[src/rtl/mem_arbiter.sv]
// Purpose: shares one memory port between the instruction (I) and data (D) request ports.
// Latency: startReqX -> memStartReq 2 cycles; memReqFinish -> reqFinishX 1 cycle.
// Backpressure: one request held per port; extra startReqX while pending is dropped.
// Config: define MEM_ARB_RR_EN to alternate ties (default: D wins ties).
module mem_arbiter #(
  parameter int ADDR_W = 16,
  parameter int DATA_W = 64
) (
  input  logic              clk,
  input  logic              rst,
  // instruction-fetch port (read-only)
  input  logic              startReqI,
  input  logic [ADDR_W-1:0] inAddrI,
  output logic              reqFinishI,
  output logic [DATA_W-1:0] outDataI,
  // data port
  input  logic              startReqD,
  input  logic              isRdD,
  input  logic [ADDR_W-1:0] inAddrD,
  input  logic [DATA_W-1:0] inDataD,
  output logic              reqFinishD,
  output logic [DATA_W-1:0] outDataD,
  // memory port
  output logic              memStartReq,
  output logic              memIsRd,
  output logic [ADDR_W-1:0] memAddr,
  output logic [DATA_W-1:0] memInData,
  input  logic              memReqFinish,
  input  logic [DATA_W-1:0] memOutData
);

  typedef enum logic [1:0] {
    IDLE   = 2'd0,
    BUSY_I = 2'd1,
    BUSY_D = 2'd2
  } state_t;

  state_t state;
  state_t state_nxt;

  // Per-port request holding registers.
  logic              pend_i;
  logic              pend_d;
  logic [ADDR_W-1:0] lat_addr_i;
  logic [ADDR_W-1:0] lat_addr_d;
  logic              lat_rd_d;
  logic [DATA_W-1:0] lat_data_d;

  // Decoded FSM events for the current cycle.
  logic grant_i;
  logic grant_d;
  logic done_i;
  logic done_d;

  // A port may capture when idle, or when its own request completes this
  // cycle: the new capture overrides the clear of the old one.
  logic capture_i;
  logic capture_d;

  assign capture_i = startReqI && (!pend_i || done_i);
  assign capture_d = startReqD && (!pend_d || done_d);

`ifdef MEM_ARB_RR_EN
  // 1 = the most recent grant went to D; reset value makes the first tie go to I.
  logic last_grant_d;

  // Track which port was granted last so ties can alternate.
  always_ff @(posedge clk) begin
    if (rst) begin
      last_grant_d <= 1'b1;
    end else if (grant_i) begin
      last_grant_d <= 1'b0;
    end else if (grant_d) begin
      last_grant_d <= 1'b1;
    end
  end
`endif

  // FSM state register.
  always_ff @(posedge clk) begin
    if (rst) begin
      state <= IDLE;
    end else begin
      state <= state_nxt;
    end
  end

  // Next-state and grant/complete decode; a completion in IDLE is ignored.
  always_comb begin
    state_nxt = state;
    grant_i   = 1'b0;
    grant_d   = 1'b0;
    done_i    = 1'b0;
    done_d    = 1'b0;
    case (state)
      IDLE: begin
        if (pend_i && pend_d) begin
`ifdef MEM_ARB_RR_EN
          if (last_grant_d) begin
            grant_i = 1'b1;
          end else begin
            grant_d = 1'b1;
          end
`else
          grant_d = 1'b1;
`endif
        end else if (pend_d) begin
          grant_d = 1'b1;
        end else if (pend_i) begin
          grant_i = 1'b1;
        end
        if (grant_i) begin
          state_nxt = BUSY_I;
        end else if (grant_d) begin
          state_nxt = BUSY_D;
        end
      end
      BUSY_I: begin
        if (memReqFinish) begin
          done_i    = 1'b1;
          state_nxt = IDLE;
        end
      end
      BUSY_D: begin
        if (memReqFinish) begin
          done_d    = 1'b1;
          state_nxt = IDLE;
        end
      end
      default: begin
        state_nxt = IDLE;
      end
    endcase
  end

  // I request latch: pending flag plus the address sampled with startReqI.
  always_ff @(posedge clk) begin
    if (rst) begin
      pend_i     <= 1'b0;
      lat_addr_i <= '0;
    end else if (capture_i) begin
      pend_i     <= 1'b1;
      lat_addr_i <= inAddrI;
    end else if (done_i) begin
      pend_i     <= 1'b0;
    end
  end

  // D request latch: pending flag plus address, direction and write data.
  always_ff @(posedge clk) begin
    if (rst) begin
      pend_d     <= 1'b0;
      lat_addr_d <= '0;
      lat_rd_d   <= 1'b0;
      lat_data_d <= '0;
    end else if (capture_d) begin
      pend_d     <= 1'b1;
      lat_addr_d <= inAddrD;
      lat_rd_d   <= isRdD;
      lat_data_d <= inDataD;
    end else if (done_d) begin
      pend_d     <= 1'b0;
    end
  end

  // Memory-side outputs: one-cycle start pulse; command fields held until the next grant.
  always_ff @(posedge clk) begin
    if (rst) begin
      memStartReq <= 1'b0;
      memIsRd     <= 1'b0;
      memAddr     <= '0;
      memInData   <= '0;
    end else begin
      memStartReq <= grant_i || grant_d;
      if (grant_i) begin
        memIsRd   <= 1'b1;
        memAddr   <= lat_addr_i;
        memInData <= '0;
      end else if (grant_d) begin
        memIsRd   <= lat_rd_d;
        memAddr   <= lat_addr_d;
        memInData <= lat_data_d;
      end
    end
  end

  // I completion: pulse and capture read data (I is always a read).
  always_ff @(posedge clk) begin
    if (rst) begin
      reqFinishI <= 1'b0;
      outDataI   <= '0;
    end else begin
      reqFinishI <= done_i;
      if (done_i) begin
        outDataI <= memOutData;
      end
    end
  end

  // D completion: pulse always; read data only replaced on reads.
  always_ff @(posedge clk) begin
    if (rst) begin
      reqFinishD <= 1'b0;
      outDataD   <= '0;
    end else begin
      reqFinishD <= done_d;
      if (done_d && lat_rd_d) begin
        outDataD <= memOutData;
      end
    end
  end

endmodule

[config.mk]
export PLATFORM = sky130hd
export DESIGN_NAME = mem_arbiter
export DESIGN_NICKNAME = d
export VERILOG_FILES = /design/src/rtl/mem_arbiter.sv
export SDC_FILE = /design/constraint.sdc
export NUM_CORES = 1
export LEC_CHECK = 0
export ABC_AREA = 1
export BUFFER_PORTS_ARGS = -buffer_cell sky130_fd_sc_hd__buf_2
export CORE_MARGIN = 2
export CORE_UTILIZATION = 54
export DETAILED_ROUTE_END_ITERATION = 7
export PLACE_DENSITY = 0.95
export SYNTH_ARGS = -nofsm -noshare
export SYNTH_HDL_FRONTEND = slang
export SYNTH_SLANG_ARGS = --single-unit
export TNS_END_PERCENT = 100
[constraint.sdc]
create_clock -name clk -period 3.2 [get_ports clk]
set_input_delay 0.64 -clock clk [delete_from_list [all_inputs] [get_ports clk]]
set_output_delay 0.64 -clock clk [all_outputs]
set_load 0.05 [all_outputs]
* Word level (Yosys, flattened, before mapping) *
Index checks and enable logic that the tools add are counted.

word-level totals
  flip-flop bits (word level) = 313
  bits of input ports = 166
  output and inout port bits = 212
  logic and storage cells = 59

cells by class
  eq/ne operators = 4
  muxes and demuxes = 24
  reduce and logical (&&, ||, !) cells = 16

operator list
  kind                                                                      count
  16-bit two-way mux                                                        2
  1-bit two-way mux                                                         18
  2-bit two-way mux                                                         3
  2-bit nonzero test                                                        3
  1-bit logical AND                                                         4
  2-bit one-hot mux with 2 select lines                                     1
  2-bit OR reduction                                                        2
  1-bit logical OR                                                          3
  3-bit inequality test (second input constant)                             1
  2-bit by 1-bit == test with 1-bit output (second input constant)          1
  2-bit == test (second input constant)                                     1
  1-bit logical NOT                                                         2
  2-bit logical NOT                                                         1
  2-bit by 1-bit inequality test with 1-bit output (second input constant)  1
  2-bit AND reduction                                                       1

* Depth between registers and ports, before layout *
Gate-level depths: netlist (run 1).

  word-level depth = 6
  gate-level depth with buffers = 10
  depth with buffers taken out = 8

* Least setup slack after synthesis (run 1) *
No wires, ideal clock.

  path kind = input -> register
  start = in memReqFinish
  end = reg lat_data_d[10]
  library setup time = 0.064 ns
  data arrival time = 1.321 ns
  required time = 3.136 ns
  slack = 1.815 ns
  stages on the path = 7
  buffers on the path = 2
  cell sequence = nand2_2 -> nand2_2 -> nand2_2 -> buf_6 -> clkbuf_1 -> o21ai_0 -> nor2_1

between the ends
  word-level cells in the longest chain between the ends = 4

ends and longest elaborated chain
  element                 RTL line  text
  start: declaration      28        input logic memReqFinish,
  1-bit two-way mux       125       if (memReqFinish) begin
  1-bit two-way mux       95        case (state)
  1-bit logical OR        61        assign capture_d = startReqD && (!pend_d || done_d);
  1-bit logical AND       61
  end signal: assignment  160       lat_data_d <= inDataD;
  end: declaration        47        logic [DATA_W-1:0] lat_data_d;

No other way between the ends.
A chain may end at the register's enable or synchronous reset.

* Final worst setup path (run 1) *
  start = reg state[0]
  end = reg memInData[27]

between the ends
  word-level cells in the longest chain between the ends = 3
  elaborated cells between the ends (all ways) = 4
  those cells by class = 2 x mux; 2 x reduce/logical

ends and longest elaborated chain
  element                              RTL line  text
  start: declaration                   38        state_t state;
  start signal: assignment             84        state <= state_nxt;
  2-bit logical NOT (*)                95
  1-bit two-way mux                    95
  2-bit OR reduction (no source line)  -
  end signal: assignment               182       memInData <= lat_data_d;
  end: declaration                     27        output logic [DATA_W-1:0] memInData,

Mark *: on every way between the ends. The rest lies on a longest branch, timed or not.

==> run metrics, run 1 <==
sequential fraction of the synthesis area 55.84%; placed cell area 0.01307 mm^2; worst skew pair latency 550 ps; Setup Buffers After CTS 0; Worst EP arrival 2720 ps; CP max FO 39; CTS tree built; Slew headroom 24.19%; H-tree depth 1; DP Worst Slack approximately 1000 ps; site row count 52; Hold WC Path Type input port to register; Worst Skew between 10 and 15 ps; Hold Crit Start inDataD[41]; drt pass-1 iters 6; Period minus WS final about 2300 ps; Fmax about 440 MHz; predominant post-synthesis flop cell dfxtp_1; post-synthesis cell count 1437; Slew Limit Fails 0; Die ar. 0.02195 mm^2; Yosys reg bits 313; hold-fix buffer count after cts 0; yosys warns 0; final setup margin 933.8 ps; I/O Buffers around 380; Routed WL per cell between 15 and 20 um; outcome finished clean; clock slew at reported path FFs 60 ps; IO Pins 378; Final Non-Filler Cells about 2100; final instance area 0.01417 mm^2; final net count just under 2000; grt met3 use 6.288%; path depth of the worst reg2reg path 7; worst slew pin tran 1137 ps; start of the worst register-to-register path state[0]$_SDFFE_PP0P_; Design Power ~9.4 mW; cell breakdown of the critical path inv_1, ha_1, nand2_4, inv_2, buf_12, nand2_1, a21oi_1; crit path kind register to register; Final ANT Viol Nets 0; final critical-path share of the clock period 70.82%; global-route wire length before repair around 50 mm; Total Neg Setup Slack 0 ps; Post-Syn Nets 1606; R2R setup slack 930 ps; Inst Count DP 1996; CP startpoint kind register; GRT Total Usage 28.45%; gpl congestion roughly 0.82; most frequent cell after synthesis nor2_1; proportion of layout cells with a drive suffix above 1 between 20% and 30%; largest area contributor in the netlist dfxtp_1; GR met1 Demand/Resource 32.30%; Layout Area Growth over Synthesis 26.28%; peak supply drop 418.5 uV; Post-Syn Area per Cell 7.809 um^2; Die Span X 148.2 um; GRT busiest layer met2; Hold Path End lat_data_d[41]$_SDFFE_PP0P_; Core Area 0.02030 mm^2; worst hold path cell count 3; Netlist cell types 18; max-cap viol count 0; Final Core Density 69.81%; Critical Path Slowest Stage Cell ha_1; vias in the first global route between 10000 and 15000; largest net degree at the start of global routing 129; CP Capture Type register; clk buf depth 3; Vias between 10000 and 15000; root buf cell clkbuf_16; cts bufs inserted 30; power density cells 665.8 mW/mm^2; Global Route met2 Usage 49.79%; synthesized cell area 0.01122 mm^2; post-DP HPWL around 22 mm; Sink Count 313; hold_ws 333.6 ps; Fin. Hold Viols 0; vias per std cell 5.392; max incr delay on CP 470 ps; DRC 0; Area contributors post-synth dfxtp_1 56%, nor2_1 11%, o21ai_0 9.0%; Final setup viols 0; number of synthesized flops with an enable pin 0; total grt overflow 0; Worst EP required between 3000 and 4000 ps; CTS resizes 0; P_leak approximately 6.4 nW; most frequent cells after synthesis 327 x nor2_1, 313 x dfxtp_1, 201 x o21ai_0; Die H 148.2 um; async set-reset flop share out of synthesis 0%; capturing point of the worst reg2reg path memInData[27]$_SDFFE_PP0P_; routed wire length around 33 mm; post-synth top area share 55.84%; initial antenna violation count 5; RSZ-0062 raised after global routing no; Starting Density 55.28%; DR iter-0 viols roughly 810
[critical path: cells and delay by family, from the launching register on]
family          cells  cell delay (ps)
buf+inv             3              830
simple gates        2              330
flops               1              330
fa+ha+maj           1              470
compound gates      1              190
[power by group]
part | switching [mW] | internal, mW | total [mW]
logic | 1.00 | 0.367 | 1.37
clock network | 1.49 | 2.32 | 3.81
registers | 0.129 | 4.12 | 4.25
total | 2.62 | 6.81 | 9.44
[worst max-delay path by stage]
stage / from / to / slack (ps) / depth (start not counted)
2_1_floorplan: memReqFinish / lat_data_d[10]$_SDFFE_PP0P_ / 1820 / 7
3_3_place_gp: memReqFinish / outDataD[1]$_SDFFE_PP0P_ / 1060 / 5
3_5_place_dp: memReqFinish / lat_data_d[48]$_SDFFE_PP0P_ / 1000 / 7
4_1_cts: state[0]$_SDFFE_PP0P_ / memInData[27]$_SDFFE_PP0P_ / 970 / 7
5_1_grt: state[0]$_SDFFE_PP0P_ / memInData[27]$_SDFFE_PP0P_ / 790 / 7
6_report: state[0]$_SDFFE_PP0P_ / memInData[27]$_SDFFE_PP0P_ / 930 / 7
[registers in the layout (all words and copies together) (netlist names)]
register	cells
memStartReq	1
lat_rd_d	1
lat_addr_i	16
outDataD	64
reqFinishI	1
outDataI	64
lat_addr_d	16
pend_d	1
memInData	64
memAddr	16
state	2
memIsRd	1
lat_data_d	64
pend_i	1
reqFinishD	1
[layout by cell type, fill, tap and decap left out]
master / n
inv_4: 1
o21ai_0: 201
dfxtp_1: 313
inv_2: 3
inv_8: 1
nand2_1: 184
clkinvlp_4: 2
buf_2: 377
bufinv_16: 4
nor2_1: 327
nand3_4: 2
inv_1: 86
clkbuf_8: 10
buf_4: 11
clkbuf_16: 31
a21oi_1: 149
ha_1: 3
clkinv_2: 5
diode_2: 6
nand2_2: 7
o21ai_1: 25
nand3_1: 32
nand2_4: 1
buf_12: 3
clkbuf_1: 4
[layout make-up]
class                      instances  area (um^2)
inverter                          91        351.6
multi-input combinational        931         4083
sequential                       313         6266
tap                              270        337.8
antenna                            6        15.01
timing repair buffer             391         2029
clock inverter                    11        160.2
fill                            1474         6128
clock buffer                      45        928.4
[cells by family after synthesis]
kind of cell,after synthesis,synth area share (%)
flip-flops,313,55.84
adder cells (fa/ha/maj),3,0.3345
AND/OR/NAND/NOR,553,19.17
buffers and inverters,193,7.938
AO/OA/AOI/OAI,375,16.72
[metal layers]
layer / part of all wire [%] / wire (um)
met5: 0.039 / 13
met4: 5.6 / 1864
met3: 9.5 / 3150
met2: 49 / 16410
met1: 36 / 11850
Power figures use the tool's default switching activity.
==> run 2, diff against run 1 <==
--- a/config.mk
+++ b/config.mk
@@ -5,12 +5,12 @@
 export SDC_FILE = /design/constraint.sdc
 export NUM_CORES = 1
 export LEC_CHECK = 0
-export ABC_AREA = 1
+export ABC_AREA = 0
 export BUFFER_PORTS_ARGS = -buffer_cell sky130_fd_sc_hd__buf_2
 export CORE_MARGIN = 2
-export CORE_UTILIZATION = 54
+export CORE_UTILIZATION = 51
 export DETAILED_ROUTE_END_ITERATION = 7
-export PLACE_DENSITY = 0.95
+export PLACE_DENSITY = 0.92
 export SYNTH_ARGS = -nofsm -noshare
 export SYNTH_HDL_FRONTEND = slang
 export SYNTH_SLANG_ARGS = --single-unit
==> constraint.sdc (replaced) <==
create_clock -name clk -period 2.25 [get_ports clk]
set_input_delay 0.45 -clock clk [delete_from_list [all_inputs] [get_ports clk]]
set_output_delay 0.45 -clock clk [all_outputs]
set_load 0.05 [all_outputs]
==> run 2 against run 1 <==
Compared with the run above:
- core utilization is 5.1 points lower
- synthesized cell count down 1.3%
- critical path type unchanged
- final cell count grew 1.5%
- critical endpoint is now memInData[54]$_SDFFE_PP0P_
- largest cell class unchanged
- sequential power grew 40%
- sequential cell count did not move
- routed wire length grew 1.2%
==> run metrics, run 2 <==
outcome finished clean; Routed WL per cell about 16 um; IO Pins 378; final net count 1910; Setup Buffers After CTS 0; Vias 10860; Die Span X 159.1 um; Fmax 524.4 MHz; Yosys reg bits 313; hold-fix buffer count after cts 0; CTS tree built; DRC 0; CP startpoint kind register; Worst Setup SP state[1]$_SDFFE_PP0P_; Total Neg Setup Slack 0 ps; drt pass-1 iters 5; Die H 159.1 um; cts bufs inserted 30; Final ANT Viol Nets 0; routed wire length 33.68 mm; Post-Syn Area per Cell ~8.6 um^2; CP Capture Type register; max-cap viol count 0; sequential fraction of the synthesis area between 50 and 60%; crit path kind register to register; power density cells 835.2 mW/mm^2; final instance area 0.01523 mm^2; Period minus WS final 1907 ps; Slew headroom a little over half; Fin. Hold Viols 0; Hold WC Path Type input port to register; GRT Total Usage 24.97%; Hold Crit Start memOutData[8]; CTS resizes 0; site row count 56; async set-reset flop share out of synthesis 0%; Sink Count 313; peak supply drop around 690 uV; Slew Limit Fails 0; H-tree depth 1; total grt overflow 0; I/O Buffers 377; synthesized cell area 0.01227 mm^2; Area contributors post-synth dfxtp_1 51%, nand2_1 12%, nand2b_1 10%; gpl congestion approximately 0.9; commonest non-fill, non-tap cell in the layout nand2_1; post-DP HPWL 22.71 mm; yosys warns 0; most frequent cells in the layout 385 x nand2_1, 376 x buf_2, 313 x dfxtp_1, 197 x nand2b_1, 196 x a21oi_1; Core Area 0.02354 mm^2; post-synthesis cell count around 1400; Netlist cell types 26; Design Power 12.72 mW; hold_ws 146.5 ps; predominant post-synthesis flop cell dfxtp_1; most frequent cell after synthesis nand2_1; post-synth top area share 51.08%; most frequent cells after synthesis 385 x nand2_1, 313 x dfxtp_1, 197 x nand2b_1; largest net degree at the start of global routing 114; Post-Syn Nets ~1600; Critical Path Slowest Stage Cell and2_2; worst skew pair latency between 500 and 600 ps; global-route wire length before repair 52.79 mm; Die ar. 0.02531 mm^2; Worst EP required 2720 ps; max incr delay on CP 380 ps; Worst EP arrival around 2400 ps; RSZ-0062 raised after global routing no; placed cell area 0.01421 mm^2; vias per std cell 5.200; proportion of layout cells with a drive suffix above 1 26.97%; clock slew at reported path FFs 60 ps; vias in the first global route 10370; largest area contributor in the netlist dfxtp_1; Worst Skew 5.698 ps; cell breakdown of the critical path inv_1, ha_1, buf_4, and2_2, buf_12, nand2_1, a21oi_1; R2R setup slack 340 ps; P_leak between 6 and 7 nW; root buf cell clkbuf_16; clk buf depth 3; worst slew pin tran approximately 680 ps; DR iter-0 viols 960; initial antenna violation count 6; number of synthesized flops with an enable pin 0; start of the worst register-to-register path state[1]$_SDFFE_PP0P_; final critical-path share of the clock period 84.75%; Starting Density 52.11%; Layout Area Growth over Synthesis 24.13%; Final setup viols 0; CP max FO 52
-- run 2: area by class of cell --
type / instances / area [um^2]
Sequential cell: 313 / 6266
Antenna cell: 5 / 12.51
Clock buffer: 44 / 914.6
Multi-Input combinational cell: 978 / 5278
Inverter: 20 / 75.07
Fill cell: 1777 / 8314
Clock inverter: 12 / 92.59
Timing Repair Buffer: 398 / 2191
Tap cell: 319 / 399.1
-- run 2: final timing paths --
path | end | cells after the start
worst min register to register | outDataI[48]$_SDFFE_PP0P_ | 2
worst max-delay path | memInData[54]$_SDFFE_PP0P_ | 7
worst max register to register | memInData[54]$_SDFFE_PP0P_ | 7
worst min-delay path | outDataI[8]$_SDFFE_PP0P_ | 3
-- run 2: logic make-up after synthesis --
logic type	after synthesis	share of synthesized area, %
compound gates	235	10.72
simple gates	643	23.87
buf+inv	128	6.119
fa+ha+maj	3	0.3060
mux	97	7.914
flops	313	51.08
-- run 2: critical path: cells and delay by family (launching register included) --
family          cells  cell delay (ps)
compound gates      1              150
fa+ha+maj           1              180
buf+inv             3              640
flops               1              330
simple gates        2              480
-- run 2: metrics by stage --
step           utilization (%)  cells  setup slack (ps)
6_report                 64.68   2089             343.1
5_1_grt                  64.66   2087             178.2
4_1_cts                  64.63   2084             352.8
3_5_place_dp             60.35   2028             377.2
3_3_place_gp             60.35   2028             529.7
2_1_floorplan                -   1419             835.8
-- run 2: metal layers --
layer	part of all wire, %	global-route usage, %	wire, um	up-vias
met5	0	0	0	-
met3	8.0	6.408	2705	102
met2	48	43.72	16320	492
li1	-	-	-	5222
met4	4.2	9.959	1415	0
met1	39	29.24	13250	5046
-- run 2: power breakdown --
| group | internal [mW] | total, mW | switching, mW |
|---|---|---|---|
| combinational | 0.579 | 1.73 | 1.15 |
| clock | 2.92 | 5.05 | 2.13 |
| sequential | 5.79 | 5.94 | 0.148 |
==> run 3, diff against run 2 <==
==> constraint.sdc (replaced) <==
create_clock -name clk -period 2 [get_ports clk]
set_input_delay 0.4 -clock clk [delete_from_list [all_inputs] [get_ports clk]]
set_output_delay 0.4 -clock clk [all_outputs]
set_load 0.05 [all_outputs]
==> run 3 against run 2 <==
Compared with the run above:
- routed wire length is 2.0% higher
- critical endpoint is now lat_addr_d[2]$_SDFFE_PP0P_
- hold slack got worse by 54 ps
- core utilization grew 1.1 points
- highest routed layer unchanged
==> run metrics, run 3 (same netlist as run 2, synthesis figures left out) <==
outcome finished clean; site row count 56; DRC 0; Layout Area Growth over Synthesis 26.20%; I/O Buffers 377; initial antenna violation count 8; H-tree depth 1; global-route wire length before repair about 55 mm; clk buf depth 3; final critical-path share of the clock period 86.46%; CP Capture Type register; Setup Buffers After CTS 0; DR iter-0 viols 984; RSZ-0062 raised after global routing no; DP Worst Slack 284.2 ps; CP startpoint kind register; power density cells 968.6 mW/mm^2; IO Pins 378; Sink Count around 310; Core Area 0.02354 mm^2; largest net degree at the start of global routing 134; Final ANT Viol Nets 0; GRT Total Usage between 20% and 30%; routed wire length roughly 34 mm; Inst Count DP 2037; Die Span X 159.1 um; Slew headroom 72.82%; max-cap viol count 0; max incr delay on CP 380 ps; Worst EP required 2460 ps; Final setup viols 0; Worst EP arrival 2190 ps; cell breakdown of the critical path inv_1, ha_1, nand2_2, a21boi_4, buf_12, mux2i_1; vias per std cell 5.228; Starting Density between 50 and 60%; Hold Crit Start startReqD; Critical Path Slowest Stage Cell a21boi_4; CTS resizes 0; Period minus WS final roughly 1700 ps; peak supply drop 736.8 uV; CP max FO 23; Die H 159.1 um; Routed WL per cell 16.36 um; Worst Skew 8.599 ps; hold-fix buffer count after cts 0; Die ar. 0.02531 mm^2; Worst Setup SP state[0]$_SDFFE_PP0P_; worst skew pair latency 550 ps; Buf/Inv on CP 2; Final Non-Filler Cells 2100; Fin. Hold Viols 0; delay-heaviest family, CP compound AO/OA/AOI/OAI gates; Total Neg Setup Slack 0 ps; CTS tree built; Vias 10980; post-DP HPWL 22.74 mm; final net count 1920; crit path kind register to register; vias in the first global route 10870; commonest non-fill, non-tap cell in the layout nand2_1; most frequent cells in the layout 385 x nand2_1, 376 x buf_2, 313 x dfxtp_1, 197 x nand2b_1, 196 x a21oi_1; filler cell count 1803; total grt overflow 0; start of the worst register-to-register path state[0]$_SDFFE_PP0P_; proportion of layout cells with a drive suffix above 1 27.38%; worst slew pin tran between 400 and 500 ps; hold_ws 92.85 ps; Fmax a little under 600 MHz; cts bufs inserted 31; drt pass-1 iters 5; gpl congestion 0.8814; Slew Limit Fails 0; root buf cell clkbuf_16; Hold WC Path Type input port to register; P_leak between 6 and 7 nW; final setup margin about 270 ps; clock slew at reported path FFs 70 ps
==> run 3: changes by cell type in the layout (fill, tap and decap cells not counted), moves of 2 or more <==
| cell | delta |
|---|---|
| buf_4 | +4 |
| bufinv_16 | +5 |
| inv_6 | +2 |
| clkinv_2 | -6 |
| clkbuf_8 | -3 |
| clkinv_4 | +2 |
| buf_12 | +5 |
==> run 3: path summary, 6_finish.rpt <==
check                           slack (ps)  cells past startpoint                    endpoint
worst min register to register         450                      2  memInData[41]$_SDFFE_PP0P_
worst min-delay path                    90                      3         pend_d$_SDFFE_PP0P_
worst max-delay path                   270                      6  lat_addr_d[2]$_SDFFE_PP0P_
worst max register to register         270                      6  lat_addr_d[2]$_SDFFE_PP0P_
==> run 3: final cells by class <==
type                            count  area (um^2)  area share [%]
Multi-Input combinational cell    978         5278           34.09
Clock inverter                     16        255.2           1.649
Antenna cell                        6        15.01         0.09698
Inverter                           20        75.07          0.4849
Sequential cell                   313         6266           40.47
Tap cell                          319        399.1           2.578
Clock buffer                       41        873.3           5.641
Timing Repair Buffer              407         2321           14.99
==> run 3: metrics by stage <==
stage / area, um^2 / util (%) / power, mW
after CTS: 15470 / 65.70 / 15.10
after floorplan: 12270 / - / 8.189
after detailed placement: 14340 / 60.91 / 8.778
after global placement: 14340 / 60.91 / 8.717
final: 15480 / 65.76 / 15.00
after global routing: 15480 / 65.74 / 15.52
==> run 3: power breakdown <==
group / internal [mW] / total [mW] / switching [mW]
logic: 0.678 / 1.98 / 1.31
clock network: 3.86 / 6.33 / 2.48
registers: 6.51 / 6.68 / 0.170
total: 11.0 / 15.0 / 3.95
==> run 3: worst register-to-register path: cells and delay by family (launching register included) <==
kind,cells,cell delay [ps]
AO/OA/AOI/OAI,1,380
buffers and inverters,2,360
flip-flops,1,330
multiplexers,1,250
adder cells (fa/ha/maj),1,220
AND/OR/NAND/NOR,1,110
==> run 3: per-layer routing <==
metal	track usage (%)	share of wire [%]	vias up	wire length, um
met5	0	0	-	0
met4	11.94	4.5	0	1534
met3	6.747	8.5	113	2913
met2	45.00	49	511	16660
met1	30.02	39	5115	13240
li1	-	-	5240	-
